File: src/rtl/status_readback_pkg.sv
// status_readback_pkg: register map, STATUS/CTRL bit positions and FSM encoding for the status responder.
package status_readback_pkg;
  localparam logic [3:0] ADDR_STATUS    = 4'h0;
  localparam logic [3:0] ADDR_MMCM_LOSS = 4'h1;
  localparam logic [3:0] ADDR_CORE_LOSS = 4'h2;
  localparam logic [3:0] ADDR_TRIG_LOSS = 4'h3;
  localparam logic [3:0] ADDR_GBT_LOSS  = 4'h4;
  localparam logic [3:0] ADDR_MGT_LOSS  = 4'h5;
  localparam logic [3:0] ADDR_L1A       = 4'h6;
  localparam logic [3:0] ADDR_BC0       = 4'h7;
  localparam logic [3:0] ADDR_RESYNC    = 4'h8;
  localparam logic [3:0] ADDR_RATE      = 4'h9;
  localparam logic [3:0] ADDR_CTRL      = 4'hF;
  localparam int ST_MGTS    = 0;
  localparam int ST_GBT     = 1;
  localparam int ST_MMCM    = 2;
  localparam int ST_CORE    = 3;
  localparam int ST_TRIG    = 4;
  localparam int ST_DROPPED = 5;
  localparam int CTRL_CLR_CNT  = 0;
  localparam int CTRL_CLR_DROP = 1;
  typedef enum logic [1:0] {IDLE, CAPTURE, RESPOND} state_t;
endpackage

File: src/rtl/status_readback_sat_counter.sv
// sat_counter: event counter that sticks at all-ones; clear wins over a simultaneous increment.
module sat_counter #(
  parameter int CNT_WIDTH = 16
) (
  input  logic                 clock,
  input  logic                 reset,
  input  logic                 clr,
  input  logic                 inc,
  output logic [CNT_WIDTH-1:0] count
);
  always_ff @(posedge clock or posedge reset)
    if (reset) count <= '0;
    else count <= clr ? '0 : (inc && count != '1) ? count + 1'b1 : count;
endmodule

File: src/rtl/status_readback.sv
// status_readback: slow-control responder reporting lock/ready levels, loss counts, TTC counts and cluster rate.
module status_readback
  import status_readback_pkg::*;
#(
  parameter int CNT_WIDTH   = 16,
  parameter int SYNC_STAGES = 2
) (
  input  logic        clock,
  input  logic        reset,
  input  logic        mmcm_locked,
  input  logic        core_mmcm_locked,
  input  logic        trigger_mmcm_locked,
  input  logic        mgts_ready,
  input  logic        gbt_link_ready,
  input  logic        ttc_l1a,
  input  logic        ttc_bc0,
  input  logic        ttc_resync,
  input  logic [31:0] cluster_rate,
  input  logic        req_en,
  input  logic        req_we,
  input  logic [3:0]  req_addr,
  input  logic [31:0] req_data,
  output logic        rsp_valid,
  output logic [31:0] rsp_data,
  output logic        rsp_err
);
  logic [SYNC_STAGES-1:0][4:0] sync_q;
  logic [4:0] cur, prev, loss, async_in;
  logic [7:0] inc, clr;
  logic [CNT_WIDTH-1:0] cnt [8];
  state_t state;
  logic r_we, dropped, capture, ctrl_wr, clr_cnt, clr_drop, err_next, unused;
  logic [3:0] r_addr;
  logic [1:0] r_ctrl;
  logic [2:0] cnt_sel;
  logic [31:0] rsp_data_next;
  assign async_in = {trigger_mmcm_locked, core_mmcm_locked, mmcm_locked, gbt_link_ready, mgts_ready};
  assign unused = ^req_data[31:2];
  always_ff @(posedge clock or posedge reset)
    if (reset) begin
      sync_q <= '0;
      prev <= '0;
    end else begin
      sync_q[0] <= async_in;
      for (int i = 1; i < SYNC_STAGES; i++) sync_q[i] <= sync_q[i-1];
      prev <= cur;
    end
  assign cur  = sync_q[SYNC_STAGES-1];
  assign loss = prev & ~cur;
  // counter slots are address-1: mmcm, core, trig, gbt, mgts, l1a, bc0, resync
  assign inc = {ttc_resync, ttc_bc0, ttc_l1a, loss[ST_MGTS], loss[ST_GBT], loss[ST_TRIG], loss[ST_CORE], loss[ST_MMCM]};
  assign clr = {clr_cnt, {2{clr_cnt | ttc_resync}}, {5{clr_cnt}}};
  for (genvar g = 0; g < 8; g++) begin : g_cnt
    sat_counter #(.CNT_WIDTH(CNT_WIDTH)) u_cnt (
      .clock(clock), .reset(reset), .clr(clr[g]), .inc(inc[g]), .count(cnt[g])
    );
  end
  assign capture  = state == CAPTURE;
  assign ctrl_wr  = capture && r_we && r_addr == ADDR_CTRL;
  assign clr_cnt  = ctrl_wr && r_ctrl[CTRL_CLR_CNT];
  assign clr_drop = ctrl_wr && r_ctrl[CTRL_CLR_DROP];
  assign err_next = r_we ? r_addr != ADDR_CTRL : (r_addr > ADDR_RATE && r_addr != ADDR_CTRL);
  assign cnt_sel  = 3'(r_addr - 4'd1);
  assign rsp_data_next = r_we ? '0 :
                         r_addr == ADDR_STATUS ? 32'({dropped, cur}) :
                         r_addr == ADDR_RATE ? cluster_rate :
                         r_addr <= ADDR_RESYNC ? 32'(cnt[cnt_sel]) : '0;
  always_ff @(posedge clock or posedge reset)
    if (reset) begin
      state <= IDLE;
      r_we <= 1'b0;
      r_addr <= '0;
      r_ctrl <= '0;
      dropped <= 1'b0;
      rsp_valid <= 1'b0;
      rsp_data <= '0;
      rsp_err <= 1'b0;
    end else begin
      dropped <= (req_en && state != IDLE) ? 1'b1 : clr_drop ? 1'b0 : dropped;
      if (state == IDLE && req_en) begin
        r_we <= req_we;
        r_addr <= req_addr;
        r_ctrl <= req_data[1:0];
      end
      state <= state == IDLE ? (req_en ? CAPTURE : IDLE) : capture ? RESPOND : IDLE;
      rsp_valid <= capture;
      rsp_data <= capture ? rsp_data_next : '0;
      rsp_err <= capture && err_next;
    end
endmodule

File: config.mk
export PLATFORM = sky130hd
export DESIGN_NAME = status_readback
export DESIGN_NICKNAME = d
export VERILOG_FILES = /design/src/rtl/status_readback_pkg.sv /design/src/rtl/status_readback_sat_counter.sv /design/src/rtl/status_readback.sv
export SDC_FILE = /design/constraint.sdc
export NUM_CORES = 1
export LEC_CHECK = 0
export CAP_MARGIN = 20
export CORE_MARGIN = 2
export CORE_UTILIZATION = 35
export DETAILED_ROUTE_END_ITERATION = 8
export SLEW_MARGIN = 20
export SYNTH_ARGS = -nofsm -noshare
export SYNTH_HDL_FRONTEND = slang
export SYNTH_HIERARCHICAL = 1
export SYNTH_SLANG_ARGS = --single-unit
File: constraint.sdc
create_clock -name clock -period 4.14 [get_ports clock]
set_clock_uncertainty 0.05 [all_clocks]
set_input_delay 0.828 -clock clock [delete_from_list [all_inputs] [get_ports clock]]
set_output_delay 0.828 -clock clock [all_outputs]
set_load 0.01 [all_outputs]
==> results.py, run 1 <==
metrics = {
    "clock_tree": {
        "cts_buffer_depth": 2,
        "holdBufCountCts": 0,
        "cts_tree": "built",
        "cts_resized": 0,
        "cts_setup_buffers": 0,
        "clkSlewWorstSetupHoldPaths_ns": 0.07,
        "cts_buffers": 17,
        "clk_latency_ns": 0.45,
        "h-tree-depth": 4,
        "clock_sinks": 187,
        "cts.root.buffer_cell": "clkbuf_16",
    },
    "finish": {
        "area.growth.synth_to_final_pct": 15.5,
        "multi_input_area_um2": 5590,
        "layout.nets": 1177,
        "fillCellCount": 2949,
        "antenna_cells": 0,
        "drive_above_1_share_pct": 13.5,
        "seqCellArea_um2": 4680,
    },
    "yosys": {
        "ys_ff_latch": 187,
        "synth_edf_count": 0,
        "synth_area_um2": 10700,
        "synth_top_family_by_area": "simple AND/OR/NAND/NOR gates",
        "yosys.area.top_type": "dfrtp_1",
        "synth_area_leaders": "dfrtp_1, mux4_2, a21oi_1",
        "synthMuxAreaShare_pct": 9.62,
        "yosysWarnings": 6,
        "synth_xor_area_share_pct": 0.151,
        "synth_flop_cell": "dfrtp_1",
        "synth_fa_ha_area_share_pct": 1.40,
        "async_reset_ff_share_pct": 100,
        "netlist_top_cells_count": "dfrtp_1, a21oi_1, nand2_1",
        "synth_compound_area_share_pct": 13.4,
        "synth_top_area_share_pct": 43.6,
        "yosysSeqAreaShare_pct": 43.6,
        "avgSynthCellArea_um2": 10.6,
        "synthesis.nets": 1107,
        "synth.most_common_cell": "dfrtp_1",
        "yosys.area_share.simple_pct": 27.4,
        "yosysUniqueCellTypes": 52,
        "syn_inst": 1015,
    },
    "timing": {
        "max_slew.worst_pin.slew_ns": 0.997,
        "period_minus_slack_ns": 3.03,
        "fmax_ghz": 0.330,
        "min_period_over_period_pct": 73.3,
        "worst_slack_ns": 1.11,
        "rsz0062_at_grt": "false",
        "slew_headroom_pct": 33.1,
        "slew_viol_final": 0,
        "tns_ns": 0,
        "finalHoldViolCount": 0,
        "setup_viol": 0,
    },
    "global_route": {
        "grt_max_degree": 87,
        "overflow": 0,
        "grt_first_pass_wirelength_mm": 45.6,
        "grt_usage_pct": 18.4,
        "antenna_found_initial": 0,
        "grt_pass1_vias": 8211,
    },
    "route": {
        "drt_pass1_iterations": 5,
        "drtIter0Drc": 982,
        "ant_nets": 0,
        "drcViolationCount": 0,
        "drt-vias-per-instance": 5.82,
        "routed_wl_mm": 28.9,
        "vias": 8695,
        "avgRoutedWirePerCell_um": 19.3,
    },
    "die": {
        "die_x_um": 179,
        "rows": 64,
        "die_h_um": 179,
        "start_util_pct": 35.3,
        "io_pins": 114,
        "fp.dieArea_um2": 32100,
        "core_area_um2": 30400,
    },
    "pwr": {
        "ir_drop_mv": 0.342,
        "switching_share_pct": 35.4,
        "total_power_w": 0.00552,
        "power_density_nw_per_um2": 445,
        "leakagePower_nw": 4.82,
        "clkPwrFrac_pct": 31.8,
        "p_int_w": 0.00357,
        "p_seq_share_pct": 45.3,
        "power.switching_w": 0.00196,
        "p_comb_share_pct": 22.9,
    },
    "critical_path": {
        "reg2reg_slack_ns": 1.11,
        "cp_max_fo": 20,
        "worstSetupEndpointType": "register",
        "critPathLaunchType": "register",
        "arrival_ns": 3.36,
        "required_ns": 4.46,
        "crit_type": "register to register",
    },
    "job": {
        "cap_violations": 0,
    },
    "place": {
        "hpwl_mm": 20.8,
        "port_buffers": 83,
        "gp_congestion": 0.854,
        "pre_cts_slack_ns": 1.02,
    },
    "run_status": {
        "status": "complete, no violations",
    },
    "min_path": {
        "hold_path.class": "register to register",
    },
}
## layout by cell type (no fill, tap or decap), drive strengths merged, types with 9 or more instances in the layout
master | Yosys | final
a21oi | 95 | 95
a22oi | 16 | 16
and2 | 25 | 25
and3 | 18 | 18
and4 | 32 | 32
clkbuf | 24 | 17
clkdlybuf4s50 | 0 | 83
dfrtp | 187 | 187
ha | 12 | 12
inv | 28 | 33
mux2 | 20 | 20
mux4 | 32 | 32
nand2 | 72 | 72
nand2b | 18 | 18
nand3 | 40 | 40
nand4 | 56 | 56
nor2 | 50 | 50
nor2b | 31 | 31
nor3 | 73 | 73
nor3b | 11 | 11
nor4 | 16 | 16
o21ai | 10 | 10
o21bai | 9 | 9
o31ai | 32 | 32
or3 | 16 | 16
or4 | 24 | 24
## power by group through the flow
| stage | clock network (W) | registers, W | logic [W] |
|---|---|---|---|
| after floorplan | 0 | 0.00233 | 0.00102 |
| after global placement | 0 | 0.00252 | 0.00123 |
| after detailed placement | 0 | 0.00253 | 0.00126 |
| after CTS | 0.00180 | 0.00250 | 0.00127 |
| after global routing | 0.00187 | 0.00255 | 0.00140 |
| final | 0.00175 | 0.00250 | 0.00127 |
## critical path, stage by stage (launching register included)
cell     delay (ns)
dfrtp_2        0.75
inv_1          0.18
ha_1           0.29
or3b_4         0.29
nand2_1        0.43
nor3_2         0.76
and2_1         0.23
## routing by layer
layer	track usage, %	part of all wire (%)	wire, um	vias to the layer above
li1	-	-	-	4066
met1	24.5	43	12500	4379
met2	30.0	50	14500	213
met3	3.37	4.1	1170	37
met4	6.45	2.4	699	0
met5	0	0	0	-
## flip-flops by register name (all words and copies together) (netlist names)
| signal | count |
|---|---|
| rsp_data | 32 |
| cur | 5 |
| g_cnt.u_cnt/count | 128 |
| state | 2 |
| rsp_err | 1 |
| r_we | 1 |
| prev | 5 |
| dropped | 1 |
| r_ctrl | 2 |
| rsp_valid | 1 |
| sync_q | 5 |
| r_addr | 4 |
## kinds of logic after synthesis
logic type,Yosys count
AOI/OAI and AO/OA,205
xor gates and xnor gates,1
adders and majority gates,12
buffers and inverters,66
DFF,187
muxes,60
and+or+nand+nor,484
## per-stage QoR
stage,area (um^2),hold slack [ns],util [%],std cells
floorplan,10700,0.281,-,1015
global placement,11800,0.284,38.7,1462
detailed placement,11800,0.286,38.7,1462
CTS,12400,0.302,40.8,1494
global route,12400,0.314,40.8,1494
finish,12400,0.302,40.8,1494
## area by class of cell
class	count	share of cell area, %
clock inverters	15	1.67
well taps	396	3.99
inverters	28	0.847
flip-flops and latches	187	37.7
repair buffers	89	7.26
multi-input cells	762	45.1
clock buffers	17	3.43
## final timing paths
path,from,end,cells after the start
worst max-delay path,r_addr[0],rsp_data[25],6
worst min-delay path,sync_q[0],cur[0],0
worst max register to register,r_addr[0],rsp_data[25],6
worst min register to register,sync_q[0],cur[0],0
max in group asynchronous,reset,r_addr[0],3
min in group asynchronous,reset,rsp_data[12],2
Note: power is estimated with default switching activity, not from simulation.
==> run 2, diff against run 1 <==
==> constraint.sdc (replaced) <==
create_clock -name clock -period 3.09 [get_ports clock]
set_clock_uncertainty 0.05 [all_clocks]
set_input_delay 0.618 -clock clock [delete_from_list [all_inputs] [get_ports clock]]
set_output_delay 0.618 -clock clock [all_outputs]
set_load 0.01 [all_outputs]
==> results.py, run 2 (synthesized netlist as in run 1, its figures left out) <==
metrics = {
    "route": {
        "routed_wl_mm": 29.1,
        "vias": 8656,
        "ant_nets": 0,
        "drt-vias-per-instance": 5.75,
        "avgRoutedWirePerCell_um": 19.3,
        "drtIter0Drc": 753,
        "drcViolationCount": 0,
        "drt_pass1_iterations": 5,
    },
    "global_route": {
        "grt_usage_pct": 18.5,
        "grt_pass1_vias": 8134,
        "grt_max_degree": 83,
        "antenna_found_initial": 1,
        "overflow": 0,
        "grt_first_pass_wirelength_mm": 45.8,
    },
    "finish": {
        "layout.nets": 1188,
        "layout_common_cells": "dfrtp_1, a21oi_1, clkdlybuf4s50_1, nand2_1, nor3_1",
        "largest_reg_flops": 128,
        "top_regs": "g_cnt.u_cnt/count: 128 flops, rsp_data: 32 flops",
        "top_register": "g_cnt.u_cnt/count",
        "fillCellCount": 2955,
        "drive_above_1_share_pct": 14.3,
        "area.growth.synth_to_final_pct": 16.2,
        "final_common_cell": "dfrtp_1",
    },
    "timing": {
        "rsz0062_at_grt": "false",
        "tns_ns": 0,
        "min_period_over_period_pct": 78.2,
        "period_minus_slack_ns": 2.42,
        "finalHoldViolCount": 0,
        "holdWs_ns": 0.294,
        "max_slew.worst_pin.slew_ns": 0.830,
        "worst_slack_ns": 0.674,
        "slew_viol_final": 0,
        "setup_viol": 0,
        "slew_headroom_pct": 44.4,
        "fmax_ghz": 0.414,
    },
    "clock_tree": {
        "cts_buffer_depth": 2,
        "cts_setup_buffers": 0,
        "clk_latency_ns": 0.45,
        "clkSlewWorstSetupHoldPaths_ns": 0.08,
        "holdBufCountCts": 0,
        "clock_sinks": 187,
        "cts_tree": "built",
        "cts.root.buffer_cell": "clkbuf_16",
        "h-tree-depth": 4,
        "cts_buffers": 17,
        "cts_resized": 0,
    },
    "critical_path": {
        "crit_type": "register to register",
        "critPathLaunchType": "register",
        "slowest_delay_ns": 0.60,
        "required_ns": 3.37,
        "cp_max_fo": 7,
        "arrival_ns": 2.70,
        "crit_path_top_delay_cell": "nor4_1",
        "path_cells": "ha_1 > nand4_2 > nor4_1 > nor2b_1 > mux2_2",
        "worstSetupEndpointType": "register",
    },
    "pwr": {
        "power_density_nw_per_um2": 593,
        "leakagePower_nw": 4.88,
        "ir_drop_mv": 0.356,
    },
    "min_path": {
        "hold_path.class": "register to register",
    },
    "die": {
        "die_x_um": 179,
        "fp.dieArea_um2": 32100,
        "rows": 64,
        "start_util_pct": 35.3,
        "io_pins": 114,
        "core_area_um2": 30400,
        "die_h_um": 179,
    },
    "place": {
        "gp_congestion": 0.882,
        "hpwl_mm": 20.9,
        "pre_cts_slack_ns": 0.501,
        "port_buffers": 83,
    },
    "run_status": {
        "status": "complete, no violations",
    },
    "job": {
        "cap_violations": 0,
    },
}
run 2: cell count changes in the layout (fill, tap and decap cells not counted), sizes merged:
cell	before	now
diode	0	1
buf	6	17
clkinv	8	4
inv	33	37
run 2: final cells by class:
type,count,area [um^2],area share [%]
Clock buffer,17,425,3.41
Multi-Input combinational cell,762,5590,44.8
Inverter,28,105,0.842
Tap cell,396,495,3.97
Antenna cell,1,2.50,0.0200
Sequential cell,187,4680,37.5
Clock inverter,15,196,1.57
Timing Repair Buffer,100,983,7.88
run 2: final timing paths:
check / startpoint / end / slack [ns] / depth (start not counted)
worst max-delay path: g_cnt[7].u_cnt/count[1] / g_cnt[7].u_cnt/count[0] / 0.67 / 5
worst min-delay path: sync_q[0] / cur[0] / 0.29 / 0
worst max register to register: g_cnt[7].u_cnt/count[1] / g_cnt[7].u_cnt/count[0] / 0.67 / 5
worst min register to register: sync_q[0] / cur[0] / 0.29 / 0
max in group asynchronous: reset / g_cnt[1].u_cnt/count[4] / 1.48 / 2
min in group asynchronous: reset / rsp_data[7] / 0.83 / 2
run 2: through the flow:
stage | power [W] | instance area, um^2 | std cells | util, %
after floorplan | 0.00449 | 10700 | 1015 | -
after global placement | 0.00504 | 11900 | 1473 | 39.0
after detailed placement | 0.00509 | 11900 | 1473 | 39.0
after CTS | 0.00747 | 12500 | 1505 | 41.0
after global routing | 0.00780 | 12500 | 1505 | 41.0
final | 0.00741 | 12500 | 1506 | 41.0
run 2: worst max-delay path, delay by kind of cell, from the launching register on:
kind	cells	cell delay, ns
mux	1	0.31
fa+ha+maj	1	0.41
flops	1	0.53
simple gates	3	1.00
run 2: power by group:
group | switching (W) | internal, W
Combinational | 0.000925 | 0.000820
Sequential | 0.000575 | 0.00275
Clock | 0.00110 | 0.00124
run 2: per-layer routing:
layer  vias to the layer above  share of wire [%]  GRT usage, %
met1                      4347                 44          25.0
met3                        20                4.1          2.95
met2                       215                 51          30.8
met5                         -                  0             0
met4                         0                1.3          4.64
li1                       4074                  -             -
==> RTL change 1: new RTL, config.mk and constraints of run 1 <==
Take the reset off `rsp_data` and load it in a clocked block of its own.
--- a/src/rtl/status_readback.sv
+++ b/src/rtl/status_readback.sv
@@ -73,7 +73,6 @@
       r_ctrl <= '0;
       dropped <= 1'b0;
       rsp_valid <= 1'b0;
-      rsp_data <= '0;
       rsp_err <= 1'b0;
     end else begin
       dropped <= (req_en && state != IDLE) ? 1'b1 : clr_drop ? 1'b0 : dropped;
@@ -84,8 +83,11 @@
       end
       state <= state == IDLE ? (req_en ? CAPTURE : IDLE) : capture ? RESPOND : IDLE;
       rsp_valid <= capture;
-      rsp_data <= capture ? rsp_data_next : '0;
       rsp_err <= capture && err_next;
     end
+
+  always_ff @(posedge clock) begin
+      rsp_data <= capture ? rsp_data_next : '0;
+  end
 endmodule
 
Check against the original RTL: differs if reset is asserted again (counterexample within 4 cycles, from zero or initial values and one cycle with reset high); with reset held inactive, the same outputs for 10 cycles.
==> RTL change 1 against run 1 <==
- synthesized area fell by 1.6%
- combinational power fell by 8%
- sequential cell count did not move
- wire length barely moved
- total power fell by 3.7%
- first-iteration DRC count fell by 9.9%
- worst setup slack improved by 0.36 ns
- final area fell by 1.7%
- critical endpoint is now g_cnt[5].u_cnt/count[13]
- largest cell class unchanged
==> RTL change 1: results (changes against run 1) <==
- Final Cycle Share: 64.5% (-8.8 points)
- # clk buffers: 18 (+1)
- Placed Cells: 1471 (+0.62%)
- Largest net degree at the start of global routing: 115 (+32%)
- Register area: 4520 um^2 (-3.4%)
- Synth Area in XOR/XNOR: 0.260% (+0.11 points)
- Mux cell area share after synthesis: 11.2% (+1.6 points)
- Status: complete, no violations
- Signal inverters: 31 (+11%)
- Layout cell share with drive strength beyond 1: 9.88% (-3.6 points)
- Worst reg-to-reg path cell count: 7 (+1)
- Post-synthesis compound-gate area fraction: 12.2% (-1.3 points)
- Cell Area, Synth: 10600 um^2 (-1.6%)
- Bufs w/o clock: 91 (+2.2%)
- Syn_nets: 1119 (+1.1%)
- Post-synth top cells: 155 x dfrtp_1, 81 x a21oi_1, 72 x nand2_1
- R2r endpoint: g_cnt[5].u_cnt/count[13]
- IR drop worst, VDD: 0.272 mV (-21%)
- Post-synthesis async set-or-reset flop share: 82.9% (-17 points)
- Crit Path Max Fanout: 38 (+90%)
- Worst-Margin Slew: 0.753 ns (-0.244 ns)
- Clk cell area share: 4.75% (-0.36 points)
- Synth cell types: 48 (-7.7%)
- Top post-synthesis cells by area: dfrtp_1 37%, dfxtp_1 6.1%, mux4_1 4.7%
- First-pass GRT wire length: 45900 um (+0.70%)
- Worst hold start: sync_q[1]
- Placer congestion estimate: 0.894 (+4.7%)
[RTL change 1: layer usage]
layer | vias to the layer above | track usage (%)
met5 | - | 0
met4 | 0 | 4.95
met1 | 4323 | 27.2
met3 | 33 | 3.98
met2 | 305 | 27.9
li1 | 4124 | -
[RTL change 1: power groups by stage]
stage               clock network, uW  registers [uW]  logic [uW]
finish                           1640            2510        1170
detailed placement                  0            2530        1160
global route                     1760            2550        1280
CTS                              1690            2500        1170
global placement                    0            2520        1140
floorplan                           0            2330         927
[RTL change 1: per-stage QoR]
step | hold WS [ns] | total power (uW)
after CTS | 0.304 | 5350
final | 0.302 | 5320
after detailed placement | 0.286 | 3690
after floorplan | 0.281 | 3250
after global routing | 0.323 | 5600
after global placement | 0.285 | 3660
[RTL change 1: worst max-delay path, stage by stage, from the launching register on]
cell and delay, ns:
dfrtp_2 0.69, ha_1 0.22, and3_1 0.17, and3_1 0.21
and2_4 0.21, or2_2 0.61, nor2b_1 0.10, mux2_2 0.28
==> RTL change 2: new RTL, flow settings as in run 1 <==
Made on the original files. Set the package constant `ST_CORE` to 2 (it was 3).
--- a/src/rtl/status_readback_pkg.sv
+++ b/src/rtl/status_readback_pkg.sv
@@ -14,7 +14,7 @@
   localparam int ST_MGTS    = 0;
   localparam int ST_GBT     = 1;
   localparam int ST_MMCM    = 2;
-  localparam int ST_CORE    = 3;
+  localparam int ST_CORE    = 2;
   localparam int ST_TRIG    = 4;
   localparam int ST_DROPPED = 5;
   localparam int CTRL_CLR_CNT  = 0;
Function: changed (a bounded check fails within 10 cycles, from zero or initial values and one cycle with reset high).
==> RTL change 2 against run 1 <==
- synthesized area is 0.29% lower
- global-route usage rose by 0.24 points
- clock power decreased by 6%
- via count barely moved
- worst hold slack worse by 0.0017 ns
- worst setup slack gained 0.21 ns
- count of clock-buffer cells in the layout rose by 2
- total power fell by 2.5%
- sequential cell count fell by 1
- final area down 0.63%
- wire length increased by 0.97%
==> RTL change 2: results (changes against run 1) <==
- Post-synth top cells: 186 x dfrtp_1, 85 x a21oi_1, 72 x nand2_1
- Crit Path Max Fanout: 38 (+90%)
- Status: complete, no violations
- Worst hold start: sync_q[2]
- Dpl ws: 1.26 ns (+0.242 ns)
- P_leak: 0.00478 uW (-0.83%)
- Routed via count: 8701 (+0.069%)
- Crit-path slowest cell: buf_4
- Wl on met1: 12700 um (+1.4%)
- Placer congestion estimate: 0.850 (-0.36%)
- Worst reg-to-reg path cell count: 9 (+3)
- HPWL after detailed placement: 20800 um (about the same)
- Layout cell share with drive strength beyond 1: 13.5% (about the same)
- Min-Delay Path Depth: 0 (unchanged)
- Vias per cell: 5.83 (+0.14%)
- Arr. time, crit path: 3.11 ns (-0.25 ns)
- Met1 GRT Util: 25.5% (+0.97 points)
- First-pass GRT wire length: 46100 um (+1.1%)
- Hold Path Sink: cur[2]
- Share of the synthesized area in the top cell type: 43.4% (-0.11 points)
- WL met3: 1400 um (+20%)
- IR drop worst, VDD: 0.252 mV (-26%)
- Sequential area share after synthesis: 43.4% (-0.11 points)
- WL met2: 14700 um (+1.2%)
- Slew Limit Headroom: 27.9% (-5.2 points)
- Largest net degree at the start of global routing: 97 (+11%)
- Internal power consumption: 3490 uW (-2.2%)
- Fillers: 2888 (-2.1%)
- R2r endpoint: g_cnt[6].u_cnt/count[0]
- DR iter-0 viols: 767 (-22%)
- GR Util All Layers: 18.6% (+0.24 points)
- Placed Cells: 1461 (-0.068%)
[RTL change 2: cells by family after synthesis]
| logic type | after synthesis | synth area share [%] |
|---|---|---|
| adder cells (fa/ha/maj) | 12 | 1.40 |
| buffers and inverters | 66 | 4.43 |
| flip-flops | 186 | 43.4 |
| AO/OA/AOI/OAI | 205 | 13.5 |
| XOR/XNOR | 1 | 0.152 |
| multiplexers | 60 | 9.65 |
| AND/OR/NAND/NOR | 483 | 27.4 |
[RTL change 2: metrics by stage]
stage               hold WS [ns]  cell area (um^2)
detailed placement         0.287             11800
CTS                        0.302             12300
global placement           0.285             11800
global route               0.310             12300
floorplan                  0.281             10700
finish                     0.300             12300
[RTL change 2: power by group through the flow]
stage / Sequential (uW) / Clock [uW] / Combinational (uW)
5_1_grt: 2500 / 1750 / 1420
6_report: 2460 / 1640 / 1280
4_1_cts: 2460 / 1690 / 1280
3_5_place_dp: 2490 / 0 / 1270
2_1_floorplan: 2320 / 0 / 1020
3_3_place_gp: 2490 / 0 / 1250
[RTL change 2: how the worst max path moves through the flow]
stage / from / endpoint / slack, ns / depth (start not counted)
global route: r_addr[0] / g_cnt[6].u_cnt/count[13] / 1.11 / 9
CTS: r_addr[0] / g_cnt[6].u_cnt/count[0] / 1.29 / 9
global placement: ttc_resync / g_cnt[7].u_cnt/count[13] / 1.26 / 5
detailed placement: ttc_bc0 / g_cnt[6].u_cnt/count[13] / 1.26 / 5
finish: r_addr[0] / g_cnt[6].u_cnt/count[0] / 1.31 / 9
floorplan: reset / cur[0] / 1.83 / 1
[RTL change 2: area by class of cell]
cell class              instances  area [um^2]  area share, %
well taps                     396          495           4.02
clock inverters                13          136           1.11
flip-flops and latches        186         4660           37.8
inverters                      28          105          0.852
multi-input cells             761         5590           45.3
clock buffers                  19          443           3.59
repair buffers                 90          908           7.37
